--- config.mk ---
export PLATFORM = sky130hd
export DESIGN_NAME = alien_fire_scheduler
export DESIGN_NICKNAME = d
export VERILOG_FILES = /design/src/rtl/alien_fire_scheduler.sv
export SDC_FILE = /design/constraint.sdc
export NUM_CORES = 1
export LEC_CHECK = 0
export ABC_CLOCK_PERIOD_IN_PS = 10700
export BUFFER_PORTS_ARGS = -buffer_cell sky130_fd_sc_hd__buf_2
export CORE_ASPECT_RATIO = 1.4
export CORE_MARGIN = 2
export CORE_UTILIZATION = 65
export CTS_CLUSTER_SIZE = 12
export DETAILED_ROUTE_END_ITERATION = 10
export PLACE_DENSITY = 0.94
export SETUP_SLACK_MARGIN = 0.5
export SLEW_MARGIN = 40
export SYNTH_ARGS = -nofsm -noshare
export SYNTH_HDL_FRONTEND = slang
export SYNTH_SLANG_ARGS = --single-unit
--- constraint.sdc ---
create_clock -name clk -period 10.7 [get_ports clk]
set_input_delay 0.535 -clock clk [delete_from_list [all_inputs] [get_ports clk]]
set_output_delay 0.535 -clock clk [all_outputs]
set_load 0.05 [all_outputs]
--- src/rtl/alien_fire_scheduler.sv ---
// rtl/alien_fire_scheduler.sv - invader shot scheduler: round-robin column pick, lowest free bullet slot,
// frame cooldown, one launch per frame with acknowledge/drop tracking.
module alien_fire_scheduler #(
    parameter int NUM_SHOOTERS = 11,
    parameter int NUM_SLOTS    = 3,
    parameter int SHOOTER_W    = 4,
    parameter int SLOT_W       = 2
) (
    input  logic                    clk,
    input  logic                    rst,
    input  logic                    frame,
    input  logic                    enable,
    input  logic [7:0]              cooldown_frames,
    input  logic [NUM_SHOOTERS-1:0] req,
    input  logic [NUM_SLOTS-1:0]    slot_busy,
    output logic [NUM_SLOTS-1:0]    fire,
    output logic [SHOOTER_W-1:0]    fire_col,
    output logic [SLOT_W-1:0]       fire_slot,
    output logic                    dropped,
    output logic [15:0]             shots_fired
);

    localparam int CW = SHOOTER_W + 1;

    typedef enum logic [1:0] {
        IDLE     = 2'd0,
        ARMED    = 2'd1,
        ISSUE    = 2'd2,
        WAIT_ACK = 2'd3
    } state_t;

    state_t                 state_q;
    logic [NUM_SLOTS-1:0]   fire_q;
    logic [SHOOTER_W-1:0]   fire_col_q;
    logic [SLOT_W-1:0]      fire_slot_q;
    logic                   dropped_q;
    logic [15:0]            shots_q;
    logic [7:0]             cd_cnt_q;
    logic [SHOOTER_W-1:0]   rr_ptr_q;

    logic [SHOOTER_W-1:0]   win_col_d;
    logic [SLOT_W-1:0]      win_slot_d;
    logic                   col_found;
    logic [CW-1:0]          col_idx;

    // Rotating search starting at rr_ptr; the index stays one bit wider so the wrap never overflows.
    always_comb begin
        win_col_d = '0;
        col_found = 1'b0;
        col_idx   = '0;
        for (int k = 0; k < NUM_SHOOTERS; k++) begin
            col_idx = {1'b0, rr_ptr_q} + CW'(k);
            if (col_idx >= CW'(NUM_SHOOTERS)) begin
                col_idx = col_idx - CW'(NUM_SHOOTERS);
            end
            if (!col_found && req[col_idx[SHOOTER_W-1:0]]) begin
                col_found = 1'b1;
                win_col_d = col_idx[SHOOTER_W-1:0];
            end
        end
    end

    always_comb begin
        win_slot_d = '0;
        for (int s = NUM_SLOTS - 1; s >= 0; s--) begin
            if (!slot_busy[SLOT_W'(s)]) begin
                win_slot_d = SLOT_W'(s);
            end
        end
    end

    always_ff @(posedge clk) begin
        if (rst) begin
            state_q     <= IDLE;
            fire_q      <= '0;
            fire_col_q  <= '0;
            fire_slot_q <= '0;
            dropped_q   <= 1'b0;
            shots_q     <= '0;
            cd_cnt_q    <= '0;
            rr_ptr_q    <= '0;
        end else begin
            fire_q    <= '0;
            dropped_q <= 1'b0;
            if (frame && cd_cnt_q != 8'd0) begin
                cd_cnt_q <= cd_cnt_q - 8'd1;
            end
            case (state_q)
                IDLE: begin
                    if (enable && cd_cnt_q == 8'd0) begin
                        state_q <= ARMED;
                    end
                end
                ARMED: begin
                    if (!enable) begin
                        state_q <= IDLE;
                    end else if (frame && col_found && !(&slot_busy)) begin
                        fire_q      <= NUM_SLOTS'(1) << win_slot_d;
                        fire_col_q  <= win_col_d;
                        fire_slot_q <= win_slot_d;
                        state_q     <= ISSUE;
                    end
                end
                ISSUE: begin
                    // Placed after the frame decrement so the cooldown load takes priority.
                    cd_cnt_q <= cooldown_frames;
                    rr_ptr_q <= (fire_col_q == SHOOTER_W'(NUM_SHOOTERS - 1)) ? '0 : fire_col_q + 1'b1;
                    state_q  <= WAIT_ACK;
                end
                WAIT_ACK: begin
                    if (slot_busy[fire_slot_q]) begin
                        shots_q <= shots_q + 16'd1;
                        state_q <= IDLE;
                    end else if (frame) begin
                        dropped_q <= 1'b1;
                        state_q   <= IDLE;
                    end
                end
                default: state_q <= IDLE;
            endcase
        end
    end

    assign fire        = fire_q;
    assign fire_col    = fire_col_q;
    assign fire_slot   = fire_slot_q;
    assign dropped     = dropped_q;
    assign shots_fired = shots_q;

endmodule

==> impl_results.html, run 1 <==
<table>
<tr><th>Metric</th><th>Value</th></tr>
<tr><th colspan="2">Final layout</th></tr>
<tr><td>Area used by multi-input combinational logic</td><td>5127 um^2</td></tr>
<tr><td>Final #Nets</td><td>924</td></tr>
<tr><td>Area delta synth-&gt;final</td><td>5.385%</td></tr>
<tr><td>Number of fill cells</td><td>762</td></tr>
<tr><td>Ratio of cells with drive above 1 in the final layout</td><td>0.1442</td></tr>
<tr><td>Reg area</td><td>762.0 um^2</td></tr>
<tr><td>Count of inserted antenna diode cells</td><td>0</td></tr>
<tr><th colspan="2">Clocking</th></tr>
<tr><td>Clock root cell</td><td>sky130_fd_sc_hd__clkbuf_16</td></tr>
<tr><td>Total of hold buffers inserted after clock tree synthesis</td><td>0</td></tr>
<tr><td>Clock latency on the worst-skew pair</td><td>0.29 ns</td></tr>
<tr><td>Clock transition at the register clock pins on the worst setup and hold paths after CTS</td><td>0.06 ns</td></tr>
<tr><td>PostCTS Resize Cnt</td><td>0</td></tr>
<tr><td>Sinks on the clock net</td><td>38</td></tr>
<tr><td>Total clock buffers created by CTS</td><td>5</td></tr>
<tr><td>CTS tree</td><td>built</td></tr>
<tr><td>Post-CTS Setup Inserts</td><td>0</td></tr>
<tr><td>CTS max path bufs</td><td>2</td></tr>
<tr><td>Level count of the clock H-tree</td><td>2</td></tr>
<tr><th colspan="2">Drt</th></tr>
<tr><td>DR vias/cell</td><td>7.718</td></tr>
<tr><td>WL met2</td><td>10,570 um</td></tr>
<tr><td>Top layer used by detailed routing</td><td>met4</td></tr>
<tr><td>DRC violation count after routing</td><td>0</td></tr>
<tr><td>Wire length on met1</td><td>8047 um</td></tr>
<tr><td>Total via count in the routed design</td><td>7,649</td></tr>
<tr><td>WL met3</td><td>2875 um</td></tr>
<tr><td>Total Routed Length</td><td>23,940 um</td></tr>
<tr><td>Detailed-route wire length per cell</td><td>24.15 um</td></tr>
<tr><td>Remaining number of nets flagged by the antenna check after routing</td><td>0</td></tr>
<tr><td>First drt pass iteration count</td><td>8</td></tr>
<tr><td>Iteration-0 DRC count of the detailed router</td><td>1,295</td></tr>
<tr><th colspan="2">Logic synthesis</th></tr>
<tr><td>Netlist area before placement</td><td>6296 um^2</td></tr>
<tr><td>Post-synth top area share</td><td>0.1208</td></tr>
<tr><td>Share of synthesized flip-flops with an asynchronous set or reset</td><td>0</td></tr>
<tr><td>Cell count after synthesis</td><td>882</td></tr>
<tr><td>Average cell area after synthesis</td><td>7.138 um^2</td></tr>
<tr><td>Area share of fa/ha/maj cells after synthesis</td><td>0.03577</td></tr>
<tr><td>Largest family of logic cells by synthesized area</td><td>compound AO/OA/AOI/OAI gates</td></tr>
<tr><td>Fraction of synthesized area in multiplexers</td><td>0.1004</td></tr>
<tr><td>Library cell with the largest summed area after synthesis</td><td>sky130_fd_sc_hd__dfxtp_1</td></tr>
<tr><td>Number of synthesized register bits</td><td>38</td></tr>
<tr><td>Compound-Gate Fraction of Synth Area</td><td>0.3263</td></tr>
<tr><td>Dominant synthesized flop cell</td><td>sky130_fd_sc_hd__dfxtp_1</td></tr>
<tr><td>Warnings from Yosys</td><td>0</td></tr>
<tr><td>Xor and xnor area share after synthesis</td><td>0.07711</td></tr>
<tr><td>Simple-gate share of the synthesized area</td><td>0.2725</td></tr>
<tr><td>Count of cell types in the netlist</td><td>99</td></tr>
<tr><td>Part of the Yosys area used for sequential elements</td><td>0.1208</td></tr>
<tr><td>Number of synthesized flops with an enable pin</td><td>0</td></tr>
<tr><td>Synth area leaders</td><td>sky130_fd_sc_hd__dfxtp_1 12%, sky130_fd_sc_hd__nand2_1 5.9%, sky130_fd_sc_hd__mux2i_1 5.6%</td></tr>
<tr><th colspan="2">Setup path</th></tr>
<tr><td>Terminus of the critical flop-to-flop path</td><td>fire_slot[0]</td></tr>
<tr><td>Start point of the critical path</td><td>rr_ptr_q[0]</td></tr>
<tr><td>Category of the worst setup path capture point</td><td>register</td></tr>
<tr><td>Maximum fanout along the worst path</td><td>39</td></tr>
<tr><td>Source of the worst register-to-register timing path</td><td>rr_ptr_q[0]</td></tr>
<tr><td>Endpoint of the worst setup timing path</td><td>fire_slot[0]</td></tr>
<tr><td>Type of origin of the critical path</td><td>register</td></tr>
<tr><td>Data arrival time of the critical path</td><td>5.95 ns</td></tr>
<tr><td>Worst reg2reg path depth</td><td>15</td></tr>
<tr><td>Worst-case register-to-register setup slack</td><td>4.89 ns</td></tr>
<tr><td>Worst path required time</td><td>10.84 ns</td></tr>
<tr><td>CP Class</td><td>register to register</td></tr>
<tr><th colspan="2">STA</th></tr>
<tr><td>Post-route worst setup slack</td><td>4.892 ns</td></tr>
<tr><td>Clock tree skew after final layout</td><td>0.005937 ns</td></tr>
<tr><td>Final setup violation count</td><td>0</td></tr>
<tr><td>Pin slew with the least headroom to its limit</td><td>0.8556 ns</td></tr>
<tr><td>RSZ-0062 raised after global routing</td><td>false</td></tr>
<tr><td>Worst slew slack as a fraction of its limit</td><td>0.4296</td></tr>
<tr><td>Slew Viols, Final</td><td>0</td></tr>
<tr><td>Final clock period utilization by the worst path</td><td>0.5428</td></tr>
<tr><td>Clock period minus final worst setup slack</td><td>5.808 ns</td></tr>
<tr><td>Setup TNS Final</td><td>0 ns</td></tr>
<tr><td>Max Clock Freq</td><td>0.1722 GHz</td></tr>
<tr><td>Final-report hold violation count</td><td>0</td></tr>
<tr><th colspan="2">Placed design</th></tr>
<tr><td>HPWL reported at the end of detailed placement</td><td>15,990 um</td></tr>
<tr><td>Final weighted congestion in routability-driven placement</td><td>1.063</td></tr>
<tr><td>Number of port buffers</td><td>49</td></tr>
<tr><td>Setup WS pre-CTS</td><td>5.252 ns</td></tr>
<tr><th colspan="2">Die</th></tr>
<tr><td>Total I/O pin count</td><td>52</td></tr>
<tr><td>Initial core utilization</td><td>0.6656</td></tr>
<tr><td>Standard-cell row count</td><td>42</td></tr>
<tr><td>Chip Height</td><td>120.5 um</td></tr>
<tr><td>Floorplan die width</td><td>87.18 um</td></tr>
<tr><td>Standard cell core area</td><td>9459 um^2</td></tr>
<tr><td>Full die area</td><td>10,500 um^2</td></tr>
<tr><th colspan="2">GRT</th></tr>
<tr><td>Global router's overall resource usage</td><td>0.4522</td></tr>
<tr><td>Leftover overflow at the end of global routing</td><td>0</td></tr>
<tr><td>Maximum number of pins on one net before global-route repair</td><td>55</td></tr>
<tr><td>Number of antenna violations at the first check in global routing</td><td>0</td></tr>
<tr><td>Global-route wire length before repair</td><td>37,250 um</td></tr>
<tr><td>Via count of the first global-routing pass</td><td>7,242</td></tr>
<tr><th colspan="2">Pwr</th></tr>
<tr><td>Power per unit of standard cell area</td><td>171.0 nW/um^2</td></tr>
<tr><td>Largest voltage drop on the vdd net</td><td>0.1920 mV</td></tr>
<tr><td>P_leak</td><td>0.002671 uW</td></tr>
<tr><th colspan="2">Min path</th></tr>
<tr><td>Class of the most critical hold timing path</td><td>input port to register</td></tr>
<tr><td>Worst hold path startpoint</td><td>cooldown_frames[1]</td></tr>
<tr><th colspan="2">Job</th></tr>
<tr><td>Count of maximum capacitance violations</td><td>0</td></tr>
<tr><th colspan="2">Run status</th></tr>
<tr><td>Status</td><td>complete, no violations</td></tr>
</table>
-- layer usage --
| metal | vias up | GRT usage |
|---|---|---|
| met4 | 0 | 0.3769 |
| met1 | 3427 | 0.5184 |
| met2 | 710 | 0.7047 |
| met5 | - | 0 |
| li1 | 3289 | - |
| met3 | 223 | 0.09556 |
-- how the worst min path moves through the flow --
stage                            endpoint  slack (ns)  cells after the start
after floorplan               cd_cnt_q[2]        0.48                      2
after global placement    shots_fired[10]        0.49                      2
after detailed placement  shots_fired[15]        0.51                      2
after CTS                     cd_cnt_q[1]        0.49                      3
after global routing          cd_cnt_q[1]        0.49                      3
final                         cd_cnt_q[1]        0.49                      3
-- cells in the final DEF (no fill, tap or decap), types with 7 or more instances in the layout --
master	count
sky130_fd_sc_hd__nand2_1	99
sky130_fd_sc_hd__nor2_1	78
sky130_fd_sc_hd__a21oi_1	56
sky130_fd_sc_hd__buf_2	49
sky130_fd_sc_hd__o21ai_0	47
sky130_fd_sc_hd__nand3_1	39
sky130_fd_sc_hd__dfxtp_1	37
sky130_fd_sc_hd__mux2i_1	35
sky130_fd_sc_hd__xnor2_1	26
sky130_fd_sc_hd__a211oi_1	26
sky130_fd_sc_hd__inv_1	22
sky130_fd_sc_hd__ha_1	18
sky130_fd_sc_hd__nor3_1	17
sky130_fd_sc_hd__xor2_1	17
sky130_fd_sc_hd__nor2b_1	16
sky130_fd_sc_hd__nand2b_1	16
sky130_fd_sc_hd__a21o_1	15
sky130_fd_sc_hd__mux2_2	14
sky130_fd_sc_hd__and3_1	14
sky130_fd_sc_hd__a31oi_1	12
sky130_fd_sc_hd__o211ai_1	10
sky130_fd_sc_hd__buf_4	10
sky130_fd_sc_hd__a311oi_1	9
sky130_fd_sc_hd__and2_1	8
sky130_fd_sc_hd__o22ai_1	8
sky130_fd_sc_hd__a211o_1	7
sky130_fd_sc_hd__nand4_1	7
-- power by group --
part	switching (uW)	internal [uW]
clock	63.0	134
sequential	24.3	161
combinational	474	278
-- registers in the layout, indices dropped and copies added, names as in the netlist --
name / count
shots_fired: 16
cd_cnt_q: 8
fire_col: 4
rr_ptr_q: 4
fire: 2
state_q: 2
dropped: 1
fire_slot: 1
-- cells in the mapped netlist, types with 18 or more instances --
library cell and n:
sky130_fd_sc_hd__o21ai_0 47, sky130_fd_sc_hd__nor2_1 78, sky130_fd_sc_hd__mux2i_1 35, sky130_fd_sc_hd__a211oi_1 26, sky130_fd_sc_hd__clkbuf_1 35, sky130_fd_sc_hd__nand3_1 39, sky130_fd_sc_hd__dfxtp_1 38, sky130_fd_sc_hd__xnor2_1 26
sky130_fd_sc_hd__nand2_1 99, sky130_fd_sc_hd__inv_1 22, sky130_fd_sc_hd__ha_1 18, sky130_fd_sc_hd__a21oi_1 56
-- logic make-up after synthesis --
kind of cell	Yosys count
XOR/XNOR	49
multiplexers	55
AND/OR/NAND/NOR	343
adder cells (fa/ha/maj)	18
other	1
buffers and inverters	94
flip-flops	38
AO/OA/AOI/OAI	284
-- critical path, cell delays in order (launching register included) --
cell,delay [ns]
sky130_fd_sc_hd__dfxtp_2,0.79
sky130_fd_sc_hd__inv_2,0.04
sky130_fd_sc_hd__buf_4,0.30
sky130_fd_sc_hd__ha_1,0.51
sky130_fd_sc_hd__buf_4,0.45
sky130_fd_sc_hd__inv_1,0.40
sky130_fd_sc_hd__nand3_1,0.19
sky130_fd_sc_hd__a21boi_0,0.09
sky130_fd_sc_hd__a211o_1,0.29
sky130_fd_sc_hd__o41a_1,0.45
sky130_fd_sc_hd__a2111oi_4,0.44
sky130_fd_sc_hd__and4b_1,0.54
sky130_fd_sc_hd__nand3_4,0.15
sky130_fd_sc_hd__o21ai_2,0.50
sky130_fd_sc_hd__mux2i_1,0.36
sky130_fd_sc_hd__nor2_1,0.10
-- area by class of cell --
type / count / area share
Clock buffer: 5 / 0.01886
Clock inverter: 3 / 0.01037
Inverter: 25 / 0.01414
Multi-Input combinational cell: 751 / 0.7728
Sequential cell: 38 / 0.1148
Tap cell: 110 / 0.02074
Timing Repair Buffer: 59 / 0.04827
-- per-stage QoR --
stage | cell area [um^2] | instances | total power [uW] | hold slack (ns) | utilization
final | 6635 | 991 | 1135 | 0.4895 | 0.7015
after global routing | 6635 | 991 | 1187 | 0.4918 | 0.7015
after CTS | 6635 | 991 | 1104 | 0.4851 | 0.7015
after detailed placement | 6441 | 983 | 895.5 | 0.5064 | 0.6810
after global placement | 6434 | 983 | 885.0 | 0.4890 | 0.6802
after floorplan | 6300 | 883 | 736.5 | 0.4802 | -
Note: power is estimated with default switching activity, not from simulation.
==> run 2, diff against run 1 <==
ABC_CLOCK_PERIOD_IN_PS = 5160   (was 10700)
CORE_UTILIZATION = 57   (was 65)
PLACE_DENSITY = 0.88   (was 0.94)
clock period = 5.16 ns   (was 10.7 ns; I/O delays follow)
==> impl_results.html, run 2 (synthesis gave the netlist of run 1 again) <==
<table>
<tr><th>Metric</th><th>Value</th></tr>
<tr><th colspan="2">Run status</th></tr>
<tr><td>Status</td><td>complete, no violations</td></tr>
<tr><th colspan="2">Drt</th></tr>
<tr><td>Total Routed Length</td><td>23,920 um</td></tr>
<tr><td>DR vias/cell</td><td>7.183</td></tr>
<tr><td>Detailed-route wire length per cell</td><td>22.96 um</td></tr>
<tr><td>Remaining number of nets flagged by the antenna check after routing</td><td>0</td></tr>
<tr><td>Iteration-0 DRC count of the detailed router</td><td>1,020</td></tr>
<tr><td>DRC violation count after routing</td><td>0</td></tr>
<tr><td>First drt pass iteration count</td><td>6</td></tr>
<tr><td>Total via count in the routed design</td><td>7,485</td></tr>
<tr><th colspan="2">GRT</th></tr>
<tr><td>Leftover overflow at the end of global routing</td><td>0</td></tr>
<tr><td>Global-route wire length before repair</td><td>37,220 um</td></tr>
<tr><td>Maximum number of pins on one net before global-route repair</td><td>49</td></tr>
<tr><td>Number of antenna violations at the first check in global routing</td><td>0</td></tr>
<tr><td>Global router's overall resource usage</td><td>0.3948</td></tr>
<tr><td>Via count of the first global-routing pass</td><td>6,896</td></tr>
<tr><th colspan="2">Placed design</th></tr>
<tr><td>Setup WS pre-CTS</td><td>0.5340 ns</td></tr>
<tr><td>Post-Place Cell Area</td><td>6620 um^2</td></tr>
<tr><td>HPWL reported at the end of detailed placement</td><td>16,990 um</td></tr>
<tr><td>Final weighted congestion in routability-driven placement</td><td>1.090</td></tr>
<tr><td>Number of port buffers</td><td>49</td></tr>
<tr><th colspan="2">Clocking</th></tr>
<tr><td>Total clock buffers created by CTS</td><td>5</td></tr>
<tr><td>Sinks on the clock net</td><td>38</td></tr>
<tr><td>CTS max path bufs</td><td>2</td></tr>
<tr><td>Clock latency on the worst-skew pair</td><td>0.28 ns</td></tr>
<tr><td>CTS tree</td><td>built</td></tr>
<tr><td>Total of hold buffers inserted after clock tree synthesis</td><td>0</td></tr>
<tr><td>Clock root cell</td><td>sky130_fd_sc_hd__clkbuf_16</td></tr>
<tr><td>Level count of the clock H-tree</td><td>2</td></tr>
<tr><td>Clock transition at the register clock pins on the worst setup and hold paths after CTS</td><td>0.06 ns</td></tr>
<tr><th colspan="2">Pwr</th></tr>
<tr><td>P_leak</td><td>0.002752 uW</td></tr>
<tr><td>Largest voltage drop on the vdd net</td><td>0.3034 mV</td></tr>
<tr><td>Power per unit of standard cell area</td><td>340.4 nW/um^2</td></tr>
<tr><td>Power consumption</td><td>2319 uW</td></tr>
<tr><th colspan="2">Setup path</th></tr>
<tr><td>Data arrival time of the critical path</td><td>4.76 ns</td></tr>
<tr><td>Cell breakdown of the critical path</td><td>buf_4 &gt; buf_4 &gt; xor2_2 &gt; nor2_1 &gt; o21ai_0 &gt; mux2_2 &gt; and4_1 &gt; nand4b_1 &gt; and4b_2 &gt; nand3_4 &gt; o21ai_4 &gt; or3b_2 &gt; a22o_1</td></tr>
<tr><td>Cell repeated most along the worst path</td><td>sky130_fd_sc_hd__buf_4</td></tr>
<tr><td>Category of the worst setup path capture point</td><td>register</td></tr>
<tr><td>Type of origin of the critical path</td><td>register</td></tr>
<tr><td>CP Class</td><td>register to register</td></tr>
<tr><td>Maximum fanout along the worst path</td><td>14</td></tr>
<tr><td>Largest stage delay, worst path</td><td>0.51 ns</td></tr>
<tr><td>Worst path required time</td><td>5.33 ns</td></tr>
<tr><td>Worst path slowest cell</td><td>sky130_fd_sc_hd__dfxtp_1</td></tr>
<tr><td>Kind of cell adding the most delay to the critical path</td><td>simple AND/OR/NAND/NOR gates</td></tr>
<tr><td>CP Buf/Inv Count</td><td>2</td></tr>
<tr><th colspan="2">STA</th></tr>
<tr><td>Final setup violation count</td><td>0</td></tr>
<tr><td>Slew Viols, Final</td><td>0</td></tr>
<tr><td>RSZ-0062 raised after global routing</td><td>false</td></tr>
<tr><td>Final-report hold violation count</td><td>0</td></tr>
<tr><td>Setup TNS Final</td><td>0 ns</td></tr>
<tr><td>Post-route worst setup slack</td><td>0.5713 ns</td></tr>
<tr><td>Worst slew slack as a fraction of its limit</td><td>0.4568</td></tr>
<tr><td>Final clock period utilization by the worst path</td><td>0.8893</td></tr>
<tr><td>Clock period minus final worst setup slack</td><td>4.589 ns</td></tr>
<tr><td>Max Clock Freq</td><td>0.2179 GHz</td></tr>
<tr><td>Pin slew with the least headroom to its limit</td><td>0.8063 ns</td></tr>
<tr><td>Clock tree skew after final layout</td><td>0.009471 ns</td></tr>
<tr><th colspan="2">Die</th></tr>
<tr><td>Floorplan die width</td><td>92.83 um</td></tr>
<tr><td>Total I/O pin count</td><td>52</td></tr>
<tr><td>Initial core utilization</td><td>0.5824</td></tr>
<tr><td>Standard cell core area</td><td>10,810 um^2</td></tr>
<tr><td>Full die area</td><td>11,910 um^2</td></tr>
<tr><td>Chip Height</td><td>128.4 um</td></tr>
<tr><td>Standard-cell row count</td><td>45</td></tr>
<tr><th colspan="2">Final layout</th></tr>
<tr><td>Number of flip-flops under the largest register name</td><td>16</td></tr>
<tr><td>Area delta synth-&gt;final</td><td>8.227%</td></tr>
<tr><td>Area used by multi-input combinational logic</td><td>5146 um^2</td></tr>
<tr><td>Final #Nets</td><td>944</td></tr>
<tr><td>Final instance area</td><td>6814 um^2</td></tr>
<tr><td>Count of inserted antenna diode cells</td><td>0</td></tr>
<tr><td>Ratio of cells with drive above 1 in the final layout</td><td>0.1676</td></tr>
<tr><td>Reg area</td><td>763.2 um^2</td></tr>
<tr><td>Commonest cells after routing, fill and taps aside</td><td>99 x sky130_fd_sc_hd__nand2_1, 78 x sky130_fd_sc_hd__nor2_1, 54 x sky130_fd_sc_hd__a21oi_1, 49 x sky130_fd_sc_hd__buf_2, 47 x sky130_fd_sc_hd__o21ai_0</td></tr>
<tr><td>Most common cell after layout, fill and taps aside</td><td>sky130_fd_sc_hd__nand2_1</td></tr>
<tr><td>Number of fill cells</td><td>986</td></tr>
<tr><th colspan="2">Job</th></tr>
<tr><td>Count of maximum capacitance violations</td><td>0</td></tr>
<tr><th colspan="2">Min path</th></tr>
<tr><td>Class of the most critical hold timing path</td><td>input port to register</td></tr>
</table>
run 2: cell count changes in the layout (fill, tap and decap cells not counted), moves of 2 or more:
cell,before,now
sky130_fd_sc_hd__bufinv_16,2,0
sky130_fd_sc_hd__buf_4,10,29
sky130_fd_sc_hd__a21oi_2,3,5
sky130_fd_sc_hd__a21oi_1,56,54
run 2: per-layer routing:
metal | part of all wire | track usage | wire (um) | vias up
li1 | - | - | - | 3331
met5 | 0 | 0 | 0 | -
met2 | 0.43 | 0.6198 | 10380 | 560
met1 | 0.35 | 0.4536 | 8296 | 3396
met4 | 0.097 | 0.3036 | 2319 | 0
met3 | 0.12 | 0.1077 | 2922 | 198
run 2: per-stage QoR:
step,utilization,cells,hold WS [ns]
6_report,0.6303,1042,0.2527
5_1_grt,0.6303,1042,0.2644
4_1_cts,0.6264,1040,0.2589
3_5_place_dp,0.6124,1032,0.5016
3_3_place_gp,0.6124,1032,0.4890
2_1_floorplan,-,883,0.3854
run 2: final timing paths:
| path | to | cells after the start | start | slack [ns] |
|---|---|---|---|---|
| worst min-delay path | cd_cnt_q[1] | 3 | cooldown_frames[1] | 0.25 |
| worst max register to register | fire_col[2] | 13 | rr_ptr_q[2] | 0.57 |
| worst min register to register | cd_cnt_q[2] | 2 | cd_cnt_q[2] | 0.52 |
| worst max-delay path | fire_col[2] | 13 | rr_ptr_q[2] | 0.57 |
run 2: layout make-up:
type                            instances  area share
Inverter                               25     0.01377
Tap cell                              141     0.02589
Clock inverter                          2    0.001836
Sequential cell                        38      0.1120
Timing Repair Buffer                   79     0.07088
Multi-Input combinational cell        751      0.7552
Clock buffer                            6     0.02038
run 2: power breakdown:
part           switching (uW)  internal [uW]  leakage [uW]  total (uW)
Combinational            1020            609       0.00237        1630
Sequential               45.4            334      0.000309         379
Clock                     121            191     0.0000729         312
Total                    1190           1130       0.00275        2320
run 2: repair_timing:
action	4_1_cts	5_1_grt
setup buffers	0	2
resized for setup	0	7
endpoints found under the setup margin	0	8
run 2: tightest hold or removal path, stage by stage:
cell and delay [ns]:
sky130_fd_sc_hd__buf_2 0.10, sky130_fd_sc_hd__nand2_1 0.06, sky130_fd_sc_hd__a21oi_1 0.06
==> run 3, diff against run 2 <==
CORE_MARGIN = 1.5   (was 2)
==> impl_results.html, run 3 (synthesis gave the netlist of run 1 again) <==
<table>
<tr><th>Metric</th><th>Value</th></tr>
<tr><th colspan="2">GRT</th></tr>
<tr><td>Global router's overall resource usage</td><td>0.4067</td></tr>
<tr><td>Global-route track usage on met3</td><td>0.1173</td></tr>
<tr><td>Busiest layer in global routing</td><td>met2</td></tr>
<tr><td>Number of antenna violations at the first check in global routing</td><td>0</td></tr>
<tr><td>Via count of the first global-routing pass</td><td>6,886</td></tr>
<tr><td>Global-route wire length before repair</td><td>37,120 um</td></tr>
<tr><td>Met2 track demand over resource</td><td>0.6422</td></tr>
<tr><td>Maximum number of pins on one net before global-route repair</td><td>40</td></tr>
<tr><td>Leftover overflow at the end of global routing</td><td>0</td></tr>
<tr><td>GRT met1 Usage</td><td>0.4670</td></tr>
<tr><th colspan="2">STA</th></tr>
<tr><td>Max Clock Freq</td><td>0.2242 GHz</td></tr>
<tr><td>Clock tree skew after final layout</td><td>0.006162 ns</td></tr>
<tr><td>Pin slew with the least headroom to its limit</td><td>0.8187 ns</td></tr>
<tr><td>Worst slew slack as a fraction of its limit</td><td>0.4542</td></tr>
<tr><td>Slew Viols, Final</td><td>0</td></tr>
<tr><td>Min Hold Slack</td><td>0.2187 ns</td></tr>
<tr><td>Final clock period utilization by the worst path</td><td>0.8646</td></tr>
<tr><td>RSZ-0062 raised after global routing</td><td>false</td></tr>
<tr><td>Final setup violation count</td><td>0</td></tr>
<tr><td>Setup TNS Final</td><td>0 ns</td></tr>
<tr><td>Clock period minus final worst setup slack</td><td>4.461 ns</td></tr>
<tr><td>Final-report hold violation count</td><td>0</td></tr>
<tr><th colspan="2">Placed design</th></tr>
<tr><td>HPWL reported at the end of detailed placement</td><td>16,870 um</td></tr>
<tr><td>Final weighted congestion in routability-driven placement</td><td>1.101</td></tr>
<tr><td>Post-Place Cell Area</td><td>6623 um^2</td></tr>
<tr><td>Number of port buffers</td><td>49</td></tr>
<tr><td>Placed Cells</td><td>1,034</td></tr>
<tr><th colspan="2">Drt</th></tr>
<tr><td>DRC violation count after routing</td><td>0</td></tr>
<tr><td>Iteration-0 DRC count of the detailed router</td><td>1,151</td></tr>
<tr><td>Total Routed Length</td><td>23,860 um</td></tr>
<tr><td>DR vias/cell</td><td>7.183</td></tr>
<tr><td>Detailed-route wire length per cell</td><td>22.88 um</td></tr>
<tr><td>Total via count in the routed design</td><td>7,492</td></tr>
<tr><td>First drt pass iteration count</td><td>6</td></tr>
<tr><td>Remaining number of nets flagged by the antenna check after routing</td><td>0</td></tr>
<tr><th colspan="2">Job</th></tr>
<tr><td>Count of maximum capacitance violations</td><td>0</td></tr>
<tr><th colspan="2">Pwr</th></tr>
<tr><td>Power per unit of standard cell area</td><td>352.0 nW/um^2</td></tr>
<tr><td>Largest voltage drop on the vdd net</td><td>0.3615 mV</td></tr>
<tr><td>P_leak</td><td>0.002773 uW</td></tr>
<tr><th colspan="2">Final layout</th></tr>
<tr><td>Count of inserted antenna diode cells</td><td>0</td></tr>
<tr><td>Core Util, Final</td><td>0.6338</td></tr>
<tr><td>Number of flip-flops under the largest register name</td><td>16</td></tr>
<tr><td>Ratio of cells with drive above 1 in the final layout</td><td>0.1663</td></tr>
<tr><td>Commonest cells after routing, fill and taps aside</td><td>99 x sky130_fd_sc_hd__nand2_1, 78 x sky130_fd_sc_hd__nor2_1, 56 x sky130_fd_sc_hd__a21oi_1, 49 x sky130_fd_sc_hd__buf_2, 46 x sky130_fd_sc_hd__o21ai_0</td></tr>
<tr><td>Final instance area</td><td>6852 um^2</td></tr>
<tr><td>Final #Nets</td><td>945</td></tr>
<tr><td>Most common cell after layout, fill and taps aside</td><td>sky130_fd_sc_hd__nand2_1</td></tr>
<tr><td>Area delta synth-&gt;final</td><td>8.824%</td></tr>
<tr><td>Final instance count without filler cells</td><td>1,043</td></tr>
<tr><th colspan="2">Die</th></tr>
<tr><td>Total I/O pin count</td><td>52</td></tr>
<tr><td>Floorplan die width</td><td>91.83 um</td></tr>
<tr><td>Standard cell core area</td><td>10,810 um^2</td></tr>
<tr><td>Chip Height</td><td>127.4 um</td></tr>
<tr><td>Full die area</td><td>11,690 um^2</td></tr>
<tr><td>Initial core utilization</td><td>0.5824</td></tr>
<tr><td>Standard-cell row count</td><td>45</td></tr>
<tr><th colspan="2">Setup path</th></tr>
<tr><td>Data arrival time of the critical path</td><td>4.64 ns</td></tr>
<tr><td>CP Class</td><td>register to register</td></tr>
<tr><td>Category of the worst setup path capture point</td><td>register</td></tr>
<tr><td>Worst path required time</td><td>5.34 ns</td></tr>
<tr><td>Maximum fanout along the worst path</td><td>12</td></tr>
<tr><td>Type of origin of the critical path</td><td>register</td></tr>
<tr><th colspan="2">Clocking</th></tr>
<tr><td>Clock latency on the worst-skew pair</td><td>0.29 ns</td></tr>
<tr><td>CTS max path bufs</td><td>2</td></tr>
<tr><td>Total clock buffers created by CTS</td><td>5</td></tr>
<tr><td>CTS tree</td><td>built</td></tr>
<tr><td>Clock transition at the register clock pins on the worst setup and hold paths after CTS</td><td>0.06 ns</td></tr>
<tr><td>Level count of the clock H-tree</td><td>2</td></tr>
<tr><td>Clock root cell</td><td>sky130_fd_sc_hd__clkbuf_16</td></tr>
<tr><td>Total of hold buffers inserted after clock tree synthesis</td><td>0</td></tr>
<tr><td>Sinks on the clock net</td><td>38</td></tr>
<tr><th colspan="2">Run status</th></tr>
<tr><td>Status</td><td>complete, no violations</td></tr>
<tr><th colspan="2">Min path</th></tr>
<tr><td>Class of the most critical hold timing path</td><td>input port to register</td></tr>
</table>
## run 3: cell types whose count changed in the layout (fill, tap and decap cells not counted), moves of 2 or more
| cell | change |
|---|---|
| sky130_fd_sc_hd__a211oi_2 | +2 |
| sky130_fd_sc_hd__a21oi_1 | +2 |
| sky130_fd_sc_hd__a21oi_2 | -2 |
| sky130_fd_sc_hd__buf_4 | +2 |
| sky130_fd_sc_hd__bufinv_16 | +2 |
## run 3: worst max-delay path: stages (launching register included)
cell and delay [ns]:
sky130_fd_sc_hd__dfxtp_1 0.36, sky130_fd_sc_hd__inv_1 0.15, sky130_fd_sc_hd__ha_1 0.38, sky130_fd_sc_hd__buf_4 0.21
sky130_fd_sc_hd__nand2b_1 0.41, sky130_fd_sc_hd__nand3_1 0.19, sky130_fd_sc_hd__a21oi_2 0.50, sky130_fd_sc_hd__mux2i_1 0.15
sky130_fd_sc_hd__a211oi_1 0.46, sky130_fd_sc_hd__a211oi_2 0.16, sky130_fd_sc_hd__a311oi_4 0.48, sky130_fd_sc_hd__nand3_4 0.16
sky130_fd_sc_hd__o21ai_4 0.35, sky130_fd_sc_hd__a21oi_1 0.12, sky130_fd_sc_hd__a22o_1 0.25
## run 3: final cells by class
type | instances | area [um^2]
multi-input cells | 751 | 5147
fillers | 974 | 3959
flip-flops and latches | 38 | 762.0
repair buffers | 80 | 478.0
well taps | 141 | 176.4
clock buffers | 5 | 125.1
inverters | 25 | 93.84
clock inverters | 3 | 68.82
## run 3: metal layers
layer,part of all wire,vias up,routed length [um]
met5,0,-,0
met4,0.090,0,2145
met3,0.12,198,2961
met2,0.44,624,10470
met1,0.35,3335,8279
li1,-,3335,-
## run 3: repair_timing
| action | 4_1_cts | 5_1_grt |
|---|---|---|
| buffers inserted | 0 | 1 |
| endpoints found under the setup margin | 0 | 8 |
| gates resized for setup | 0 | 5 |
## run 3: stage by stage
step / total power, uW / worst slack (ns)
after CTS: 2314 / 0.6083
after floorplan: 1527 / 0.6039
after global placement: 1888 / 0.6884
after global routing: 2533 / 0.5219
after detailed placement: 1899 / 0.6195
final: 2412 / 0.6989
## run 3: where the power goes
| part | internal [uW] | total, uW | switching, uW |
|---|---|---|---|
| logic | 608 | 1630 | 1020 |
| registers | 334 | 377 | 43.8 |
| clock network | 278 | 407 | 129 |
## run 3: path summary, 6_finish.rpt
check,start,endpoint,slack [ns],cells after the start
max,rr_ptr_q[1],fire_col[2],0.70,14
min,cooldown_frames[1],cd_cnt_q[1],0.22,3
max reg2reg,rr_ptr_q[1],fire_col[2],0.70,14
min reg2reg,shots_fired[10],shots_fired[10],0.52,2
